**src/rtl/axil_master_bridge.sv**
```systemverilog
// Single-outstanding AXI4-Lite initiator bridging a CPU valid/ready request port to AXI-Lite.
// Optional hung-slave timeout recovery enabled by defining AXIL_MASTER_TIMEOUT_EN.
module axil_master_bridge #(
   parameter int unsigned ADDR_WIDTH     = 32,
   parameter int unsigned DATA_WIDTH     = 32,
   parameter int unsigned STRB_WIDTH     = DATA_WIDTH / 8,
   parameter int unsigned TIMEOUT_CYCLES = 1024
) (
   input  logic                  aclk,
   input  logic                  aresetn,
   input  logic                  req_valid,
   output logic                  req_ready,
   input  logic                  req_we,
   input  logic [ADDR_WIDTH-1:0] req_addr,
   input  logic [DATA_WIDTH-1:0] req_wdata,
   input  logic [STRB_WIDTH-1:0] req_wstrb,
   output logic                  rsp_valid,
   output logic [DATA_WIDTH-1:0] rsp_rdata,
   output logic                  rsp_err,
   output logic [ADDR_WIDTH-1:0] m_axil_awaddr,
   output logic [2:0]            m_axil_awprot,
   output logic                  m_axil_awvalid,
   input  logic                  m_axil_awready,
   output logic [DATA_WIDTH-1:0] m_axil_wdata,
   output logic [STRB_WIDTH-1:0] m_axil_wstrb,
   output logic                  m_axil_wvalid,
   input  logic                  m_axil_wready,
   input  logic [1:0]            m_axil_bresp,
   input  logic                  m_axil_bvalid,
   output logic                  m_axil_bready,
   output logic [ADDR_WIDTH-1:0] m_axil_araddr,
   output logic [2:0]            m_axil_arprot,
   output logic                  m_axil_arvalid,
   input  logic                  m_axil_arready,
   input  logic [DATA_WIDTH-1:0] m_axil_rdata,
   input  logic [1:0]            m_axil_rresp,
   input  logic                  m_axil_rvalid,
   output logic                  m_axil_rready
);

   if (TIMEOUT_CYCLES < 1) begin : g_bad_timeout
      $error("axil_master_bridge: TIMEOUT_CYCLES must be at least 1");
   end

   typedef enum logic [2:0] {
      S_IDLE, S_WR_REQ, S_WR_RESP, S_RD_ADDR, S_RD_DATA, S_RESP
   } state_t;

   state_t                state, state_n;
   logic                  req_ready_n, awvalid_n, wvalid_n, bready_n, arvalid_n, rready_n;
   logic                  rsp_valid_n, rsp_err_n;
   logic [DATA_WIDTH-1:0] rsp_rdata_n;
   logic                  aw_done, aw_done_n, w_done, w_done_n;
   logic [ADDR_WIDTH-1:0] addr_q, addr_n;
   logic [DATA_WIDTH-1:0] wdata_q, wdata_n;
   logic [STRB_WIDTH-1:0] wstrb_q, wstrb_n;

`ifdef AXIL_MASTER_TIMEOUT_EN
   localparam int unsigned TMO_W = $clog2(TIMEOUT_CYCLES + 1);
   logic [TMO_W-1:0] tmo_cnt, tmo_cnt_n;
`endif

   assign m_axil_awaddr = addr_q;
   assign m_axil_araddr = addr_q;
   assign m_axil_wdata  = wdata_q;
   assign m_axil_wstrb  = wstrb_q;
   assign m_axil_awprot = 3'b000;
   assign m_axil_arprot = 3'b000;

   // State and registered outputs
   always_ff @(posedge aclk) begin
      if (!aresetn) begin
         state          <= S_IDLE;
         req_ready      <= 1'b0;
         m_axil_awvalid <= 1'b0;
         m_axil_wvalid  <= 1'b0;
         m_axil_bready  <= 1'b0;
         m_axil_arvalid <= 1'b0;
         m_axil_rready  <= 1'b0;
         rsp_valid      <= 1'b0;
         rsp_err        <= 1'b0;
         rsp_rdata      <= '0;
         aw_done        <= 1'b0;
         w_done         <= 1'b0;
         addr_q         <= '0;
         wdata_q        <= '0;
         wstrb_q        <= '0;
`ifdef AXIL_MASTER_TIMEOUT_EN
         tmo_cnt        <= '0;
`endif
      end else begin
         state          <= state_n;
         req_ready      <= req_ready_n;
         m_axil_awvalid <= awvalid_n;
         m_axil_wvalid  <= wvalid_n;
         m_axil_bready  <= bready_n;
         m_axil_arvalid <= arvalid_n;
         m_axil_rready  <= rready_n;
         rsp_valid      <= rsp_valid_n;
         rsp_err        <= rsp_err_n;
         rsp_rdata      <= rsp_rdata_n;
         aw_done        <= aw_done_n;
         w_done         <= w_done_n;
         addr_q         <= addr_n;
         wdata_q        <= wdata_n;
         wstrb_q        <= wstrb_n;
`ifdef AXIL_MASTER_TIMEOUT_EN
         tmo_cnt        <= tmo_cnt_n;
`endif
      end
   end

   // Next-state and next-output logic
   always_comb begin
      state_n     = state;
      req_ready_n = 1'b0;
      awvalid_n   = m_axil_awvalid;
      wvalid_n    = m_axil_wvalid;
      bready_n    = m_axil_bready;
      arvalid_n   = m_axil_arvalid;
      rready_n    = m_axil_rready;
      rsp_valid_n = 1'b0;
      rsp_err_n   = rsp_err;
      rsp_rdata_n = rsp_rdata;
      aw_done_n   = aw_done;
      w_done_n    = w_done;
      addr_n      = addr_q;
      wdata_n     = wdata_q;
      wstrb_n     = wstrb_q;

      case (state)
         S_IDLE: begin
            req_ready_n = 1'b1;
            if (req_valid && req_ready) begin
               req_ready_n = 1'b0;
               addr_n      = req_addr;
               wdata_n     = req_wdata;
               wstrb_n     = req_wstrb;
               aw_done_n   = 1'b0;
               w_done_n    = 1'b0;
               state_n     = req_we ? S_WR_REQ : S_RD_ADDR;
            end
         end
         S_WR_REQ: begin
            // Address and data channels retire independently
            aw_done_n = aw_done || (m_axil_awvalid && m_axil_awready);
            w_done_n  = w_done  || (m_axil_wvalid  && m_axil_wready);
            awvalid_n = !aw_done_n;
            wvalid_n  = !w_done_n;
            if (aw_done_n && w_done_n) begin
               bready_n = 1'b1;
               state_n  = S_WR_RESP;
            end
         end
         S_WR_RESP: begin
            if (m_axil_bvalid && m_axil_bready) begin
               bready_n    = 1'b0;
               rsp_valid_n = 1'b1;
               rsp_err_n   = (m_axil_bresp != 2'b00);
               rsp_rdata_n = '0;
               state_n     = S_RESP;
            end
         end
         S_RD_ADDR: begin
            if (m_axil_arvalid && m_axil_arready) begin
               arvalid_n = 1'b0;
               rready_n  = 1'b1;
               state_n   = S_RD_DATA;
            end else begin
               arvalid_n = 1'b1;
            end
         end
         S_RD_DATA: begin
            if (m_axil_rvalid && m_axil_rready) begin
               rready_n    = 1'b0;
               rsp_valid_n = 1'b1;
               rsp_err_n   = (m_axil_rresp != 2'b00);
               rsp_rdata_n = m_axil_rdata;
               state_n     = S_RESP;
            end
         end
         S_RESP: begin
            req_ready_n = 1'b1;
            state_n     = S_IDLE;
         end
         default: state_n = S_IDLE;
      endcase

`ifdef AXIL_MASTER_TIMEOUT_EN
      // Hung-slave recovery: abandon the AXI transaction and report an error
      tmo_cnt_n = tmo_cnt;
      if (state == S_IDLE) begin
         tmo_cnt_n = '0;
      end else if (state != S_RESP) begin
         if (tmo_cnt == TMO_W'(TIMEOUT_CYCLES - 1)) begin
            awvalid_n   = 1'b0;
            wvalid_n    = 1'b0;
            bready_n    = 1'b0;
            arvalid_n   = 1'b0;
            rready_n    = 1'b0;
            rsp_valid_n = 1'b1;
            rsp_err_n   = 1'b1;
            rsp_rdata_n = '0;
            state_n     = S_RESP;
         end else begin
            tmo_cnt_n = tmo_cnt + TMO_W'(1);
         end
      end
`endif
   end

endmodule

```
**config.mk**
```make
export PLATFORM = sky130hd
export DESIGN_NAME = axil_master_bridge
export DESIGN_NICKNAME = d
export VERILOG_FILES = /design/src/rtl/axil_master_bridge.sv
export SDC_FILE = /design/constraint.sdc
export NUM_CORES = 1
export LEC_CHECK = 0
export ABC_AREA = 1
export CAP_MARGIN = 5
export CORE_MARGIN = 10
export CORE_UTILIZATION = 30
export CTS_CLUSTER_DIAMETER = 150
export DETAILED_ROUTE_END_ITERATION = 8
export MAX_ROUTING_LAYER = met4
export PLACE_DENSITY = 0.72
export SYNTH_ARGS = -nofsm -noshare
export SYNTH_HDL_FRONTEND = slang
export SYNTH_SLANG_ARGS = --single-unit
```
**constraint.sdc**
```tcl
create_clock -name aclk -period 2 [get_ports aclk]
set_clock_uncertainty 0.2 [all_clocks]
set_input_delay 0.4 -clock aclk [delete_from_list [all_inputs] [get_ports aclk]]
set_output_delay 0.4 -clock aclk [all_outputs]
set_load 0.01 [all_outputs]
```
==> impl_results.md, run 1 <==
* Status: completed
* Final min period at slightly below 2 ns
* Postcts setup bufs at 0
* Sw Ratio at 0.297
* NumNets Final at about 900
* Clock sinks at roughly 110
* Synth Instances at around 560
* Post-route setup TNS at 0 ns
* Most frequent cells in the layout: clkdlybuf4s50_1, dfxtp_1, a21oi_1
* DRT antenna net count at 0
* Fin. Hold Viols at 0
* Total CTS buffers at 17
* Initial antenna violation count at 0
* Syn. warnings at 0
* Clock Pin Slew Worst Setup and Hold Paths at roughly 0.060 ns
* Setup crit start kind: register
* Drt total wl at between 15 and 20 mm
* I/O Pins at roughly 260
* Crit-path cells: clkdlybuf4s50_1
* Grt met2 use at 0.214
* Unique masters post-synth at 23
* Hold WC Path Type: primary input to register
* Switch Pwr at 0.00247 W
* Post-DP HPWL at around 12 mm
* CP max FO at 2
* Max cap viols at 0
* Routed via count at about 4300
* CTS tree: yes
* Syn_area_per_cell at ~8.6 sq um
* RD Place Congestion at approximately 0.79
* Final setup margin at slightly above 0.05 ns
* VDD IR max at 528 uV
* Die W at 147 um
* Clock tree buffer depth at 2
* Buf/Inv on CP at 1
* Required time of the critical path at between 1 and 1.5 ns
* Met3 Use GR at 0.0792
* Setup CP Type: register to output port
* Combinational Power Share at 0.283
* Die ar. at around 0.022 sq mm
* Via/cell ratio at around 4.3
* CP delay by family, top: buffers and inverters
* Yosys reg bits at 113
* Vias in the first global route at between 4000 and 5000
* WL/cell at approximately 15 um
* Layout area overhead at 66.2%
* Overall Power at 0.00831 W
* Internal at 0.00584 W
* GR met1 Demand/Resource at 0.160
* Final Cell Area at roughly 0.008 sq mm
* # rows at 46
* Clock power frac at 0.373
* Fmax at around 500 MHz
* First DRT Iteration DRCs at approximately 110
* Slew Limit Fails at 0
* R2R cell count at 6
* Clock Tree Root: clkbuf_16
* Seq pwr share at 0.343
* Final Hold Slack at around 0.21 ns
* Ant diodes at 0
* Post-synthesis sequential area ratio at 0.469
* Worst-Skew Late Latency at 0.40 ns
* Commonest non-fill, non-tap cell in the layout: clkdlybuf4s50_1
* RSZ-0062 raised after global routing: false
* Slowest stage delay, CP at about 0.57 ns
* Crit share post-route at 0.975
* Core area at around 0.016 sq mm
* Crit end category: output port
* Initial core utilization at 0.305
* Largest net degree at the start of global routing at 65
* GRT Residual Overflow at 0
* First-pass GRT wire length at 23.6 mm
* Critical path depth in cells at 1
* Dpl ws at 0.00701 ns
* Placed Instance Area at around 0.0074 sq mm
* DR pass1 iterations at 4
* Mapped cell area at about 0.0048 sq mm
* Die Ht at around 150 um
* Pleak at between 3 and 4 nW
* Layout cell share with drive strength beyond 1 at 0.155
* Buffers on Ports at 252
* Arrival time at the worst endpoint at 1.35 ns
* H-tree depth at 4
* Overall Global Routing Usage at 0.142
* Endpoints failing setup at 0
* Busiest grt layer: met2
* Worst Hold Path Cells at 3
* Power Dens Cells at a little over 1000 mW/mm^2
* DRC at 0
* CP max stage cell: clkdlybuf4s50_1
power by group through the flow:
stage	logic (W)	registers [W]	clock network (W)
4_1_cts	0.00240	0.00286	0.00318
3_3_place_gp	0.00237	0.00289	0
5_1_grt	0.00256	0.00291	0.00330
3_5_place_dp	0.00239	0.00291	0
6_report	0.00235	0.00285	0.00310
2_1_floorplan	0.00108	0.00300	0
final timing paths:
path	from	to	slack, ns
setup reg to reg	state[2]$_SDFFE_PN0P_	m_axil_wdata[19]$_SDFFE_PN0P_	0.23
setup / recovery	rsp_rdata[4]$_SDFFE_PN0P_	rsp_rdata[4]	0.05
hold / removal	aresetn	rsp_rdata[22]$_SDFFE_PN0P_	0.21
hold reg to reg	m_axil_wstrb[0]$_SDFFE_PN0P_	m_axil_wstrb[0]$_SDFFE_PN0P_	0.24
repair_timing:
| item | in CTS | in global routing |
|---|---|---|
| gates resized for setup | 6 | 25 |
| endpoints found under the setup margin | 6 | 26 |
| hold buffers | 0 | 0 |
routing by layer:
metal / vias up / routed length [um]
li1: 2215 / -
met1: 1902 / 6500
met2: 204 / 6780
met3: 6 / 1900
met4: 0 / 114
met5: - / 0
cell usage after synthesis:
cell type	n	area share
o21ai_2	1	0.0018
o31ai_1	1	0.0016
o21ai_0	23	0.024
nand3_1	7	0.0073
a21oi_1	83	0.086
nand4_1	1	0.0013
inv_1	75	0.058
inv_8	1	0.0023
dfxtp_1	113	0.47
inv_2	2	0.0016
buf_4	45	0.070
nand2_1	54	0.042
conb_1	1	0.00078
nor2_1	12	0.0093
buf_2	12	0.012
nor2_2	2	0.0026
buf_12	3	0.012
o21ai_1	50	0.052
a21oi_2	29	0.053
nand2_4	31	0.072
nand4_4	1	0.0044
clkbuf_1	12	0.0093
nor2_4	3	0.0070
layout make-up:
type                       instances  area (sq um)
sequential                       113          2260
timing repair buffer             272          2800
clock inverter                    15           184
multi-input combinational        304          1780
inverter                          78           300
clock buffer                      17           425
fill                            1482          7810
tap                              216           270
per-stage QoR:
step,util,cells
floorplan,-,567
detailed placement,0.465,983
CTS,0.503,1015
global placement,0.465,983
finish,0.507,1015
global route,0.507,1015
cells by family after synthesis:
family / Yosys count / share of synthesized area
flip-flops: 113 / 0.469
buffers and inverters: 150 / 0.166
AND/OR/NAND/NOR: 111 / 0.146
other: 1 / 0.000777
AO/OA/AOI/OAI: 187 / 0.218
registers in the layout, indices dropped and copies added (netlist names):
| signal | cells |
|---|---|
| m_axil_awvalid | 1 |
| m_axil_bready | 1 |
| m_axil_araddr | 32 |
| aw_done | 1 |
| m_axil_wdata | 32 |
| rsp_rdata | 32 |
| w_done | 1 |
| rsp_valid | 1 |
| m_axil_arvalid | 1 |
| state | 3 |
| m_axil_wstrb | 4 |
| rsp_err | 1 |
| m_axil_wvalid | 1 |
| req_ready | 1 |
| m_axil_rready | 1 |
Note: power is estimated with default switching activity, not from simulation.
==> run 2, diff against run 1 <==
--- a/config.mk
+++ b/config.mk
@@ -11,6 +11,7 @@
 export CORE_UTILIZATION = 30
 export CTS_CLUSTER_DIAMETER = 150
 export DETAILED_ROUTE_END_ITERATION = 8
+export HOLD_SLACK_MARGIN = 0.1
 export MAX_ROUTING_LAYER = met4
 export PLACE_DENSITY = 0.72
 export SYNTH_ARGS = -nofsm -noshare
==> results of run 2 <==
The final DEF is identical to that of run 1; final timing and power are the same.
==> run 3, diff against run 2 <==
--- a/config.mk
+++ b/config.mk
@@ -8,12 +8,12 @@
 export ABC_AREA = 1
 export CAP_MARGIN = 5
 export CORE_MARGIN = 10
-export CORE_UTILIZATION = 30
+export CORE_UTILIZATION = 39
 export CTS_CLUSTER_DIAMETER = 150
 export DETAILED_ROUTE_END_ITERATION = 8
 export HOLD_SLACK_MARGIN = 0.1
 export MAX_ROUTING_LAYER = met4
-export PLACE_DENSITY = 0.72
+export PLACE_DENSITY = 0.88
 export SYNTH_ARGS = -nofsm -noshare
 export SYNTH_HDL_FRONTEND = slang
 export SYNTH_SLANG_ARGS = --single-unit
==> impl_results.md, run 3 (same netlist as run 1, synthesis figures left out) <==
* Status: completed
* Die ar. at roughly 0.017 sq mm
* Final Cell Area at 0.00790 sq mm
* CP max FO at 2
* Worst-Skew Late Latency at slightly above 0.4 ns
* Clock Tree Root: clkbuf_16
* DR pass1 iterations at 4
* Crit end category: output port
* Slew Limit Fails at 0
* Fin. Hold Viols at 0
* Setup CP Type: register to output port
* Total CTS buffers at 17
* First-pass GRT wire length at approximately 24 mm
* RSZ-0062 raised after global routing: false
* Non-filler cells, final at 960
* Layout cell share with drive strength beyond 1 at 0.148
* Fmax at approximately 500 MHz
* Final min period at 1.96 ns
* Hold Path Origin: aresetn
* DRT antenna net count at 0
* Overall Global Routing Usage at 0.181
* Placed Cells at 929
* Arrival time at the worst endpoint at 1.36 ns
* Clock tree buffer depth at 2
* Placed Instance Area at just over 0.007 sq mm
* Buffers on Ports at around 250
* Fillers at 926
* I/O Pins at 259
* Register area at between 0.002 and 0.0025 sq mm
* RD Place Congestion at ~0.83
* Pleak at 3.20 nW
* Worst Hold Path Cells at 3
* GRT Residual Overflow at 0
* WL/cell at roughly 16 um
* Worst Setup SP: rsp_rdata[21]$_SDFFE_PN0P_
* Drt total wl at roughly 15 mm
* R2r startpoint: state[2]$_SDFFE_PN0P_
* R2R cell count at 5
* Most frequent cells in the layout: clkdlybuf4s50_1, dfxtp_1, a21oi_1
* Routed via count at 4449
* Buf/Inv on CP at 1
* VDD IR max at between 400 and 500 uV
* Hold WC Path Type: primary input to register
* Max cap viols at 0
* Crit share post-route at 0.981
* CP delay by family, top: buffers and inverters
* Via/cell ratio at 4.63
* First DRT Iteration DRCs at 253
* Initial antenna violation count at 0
* CTS tree: yes
* Setup crit start kind: register
* Largest net degree at the start of global routing at 67
* Initial core utilization at 0.400
* DRC at 0
* Ant diodes at 0
* Core area at roughly 0.012 sq mm
* H-tree depth at 4
* Vias in the first global route at around 4500
* Required time of the critical path at approximately 1.4 ns
* Slowest stage delay, CP at ~0.57 ns
* Power Dens Cells at between 1000 and 1500 mW/mm^2
* Post-DP HPWL at about 12 mm
* CP max stage cell: clkdlybuf4s50_1
* Multi-input gate area at around 0.0018 sq mm
* Clock Pin Slew Worst Setup and Hold Paths at 0.05 ns
* # rows at 40
* Crit-path cells: clkdlybuf4s50_1
* Critical path depth in cells at 1
* Die Ht at ~130 um
* NumNets Final at a little under 900
* Layout area overhead at 63.6%
* Commonest non-fill, non-tap cell in the layout: clkdlybuf4s50_1
* Clock sinks at 113
* Endpoints failing setup at 0
* Die W at 131 um
[run 3: metrics by stage]
step,power [W],setup TNS (ns),utilization,setup slack (ns),hold slack [ns]
after floorplan,0.00409,0,-,0.507,0.239
after global placement,0.00520,-0.0132,0.601,-0.00670,0.230
after detailed placement,0.00527,-0.189,0.601,-0.0616,0.234
after CTS,0.00831,0,0.649,0.00204,0.102
after global routing,0.00862,0,0.655,0.000860,0.118
final,0.00822,0,0.655,0.0375,0.114
[run 3: routing by layer]
layer  vias to the layer above  routed length, um  GRT usage
li1                       2198                  -          -
met1                      2010               6090      0.190
met2                       218               7500      0.289
met3                        23               1580     0.0808
met4                         0                318     0.0781
met5                         -                  0          -
[run 3: worst paths after layout]
kind / end / slack [ns]
hold / removal: w_done$_SDFFE_PN0P_ / 0.11
setup / recovery: rsp_rdata[21] / 0.04
setup reg to reg: m_axil_araddr[18]$_SDFFE_PN0P_ / 0.28
hold reg to reg: m_axil_wdata[4]$_SDFFE_PN0P_ / 0.24
[run 3: power breakdown]
| part | total (W) | switching (W) | internal (W) | leakage [nW] |
|---|---|---|---|---|
| clock network | 0.00303 | 0.00103 | 0.00200 | 0.287 |
| registers | 0.00285 | 0.000252 | 0.00260 | 0.918 |
| logic | 0.00234 | 0.00110 | 0.00124 | 2.00 |
| total | 0.00822 | 0.00238 | 0.00585 | 3.20 |
[run 3: what timing repair did]
item	4_1_cts	5_1_grt
endpoints found under the setup margin	10	26
gates resized for setup	10	24
endpoints found under the hold margin	0	0
pin swaps	0	0
hold buffers	0	0
buffers inserted	0	0
[run 3: area by class of cell]
| class | count | area share |
|---|---|---|
| well taps | 168 | 0.0266 |
| inverters | 78 | 0.0380 |
| multi-input cells | 304 | 0.225 |
| clock inverters | 11 | 0.0174 |
| flip-flops and latches | 113 | 0.287 |
| clock buffers | 20 | 0.0578 |
| repair buffers | 266 | 0.348 |
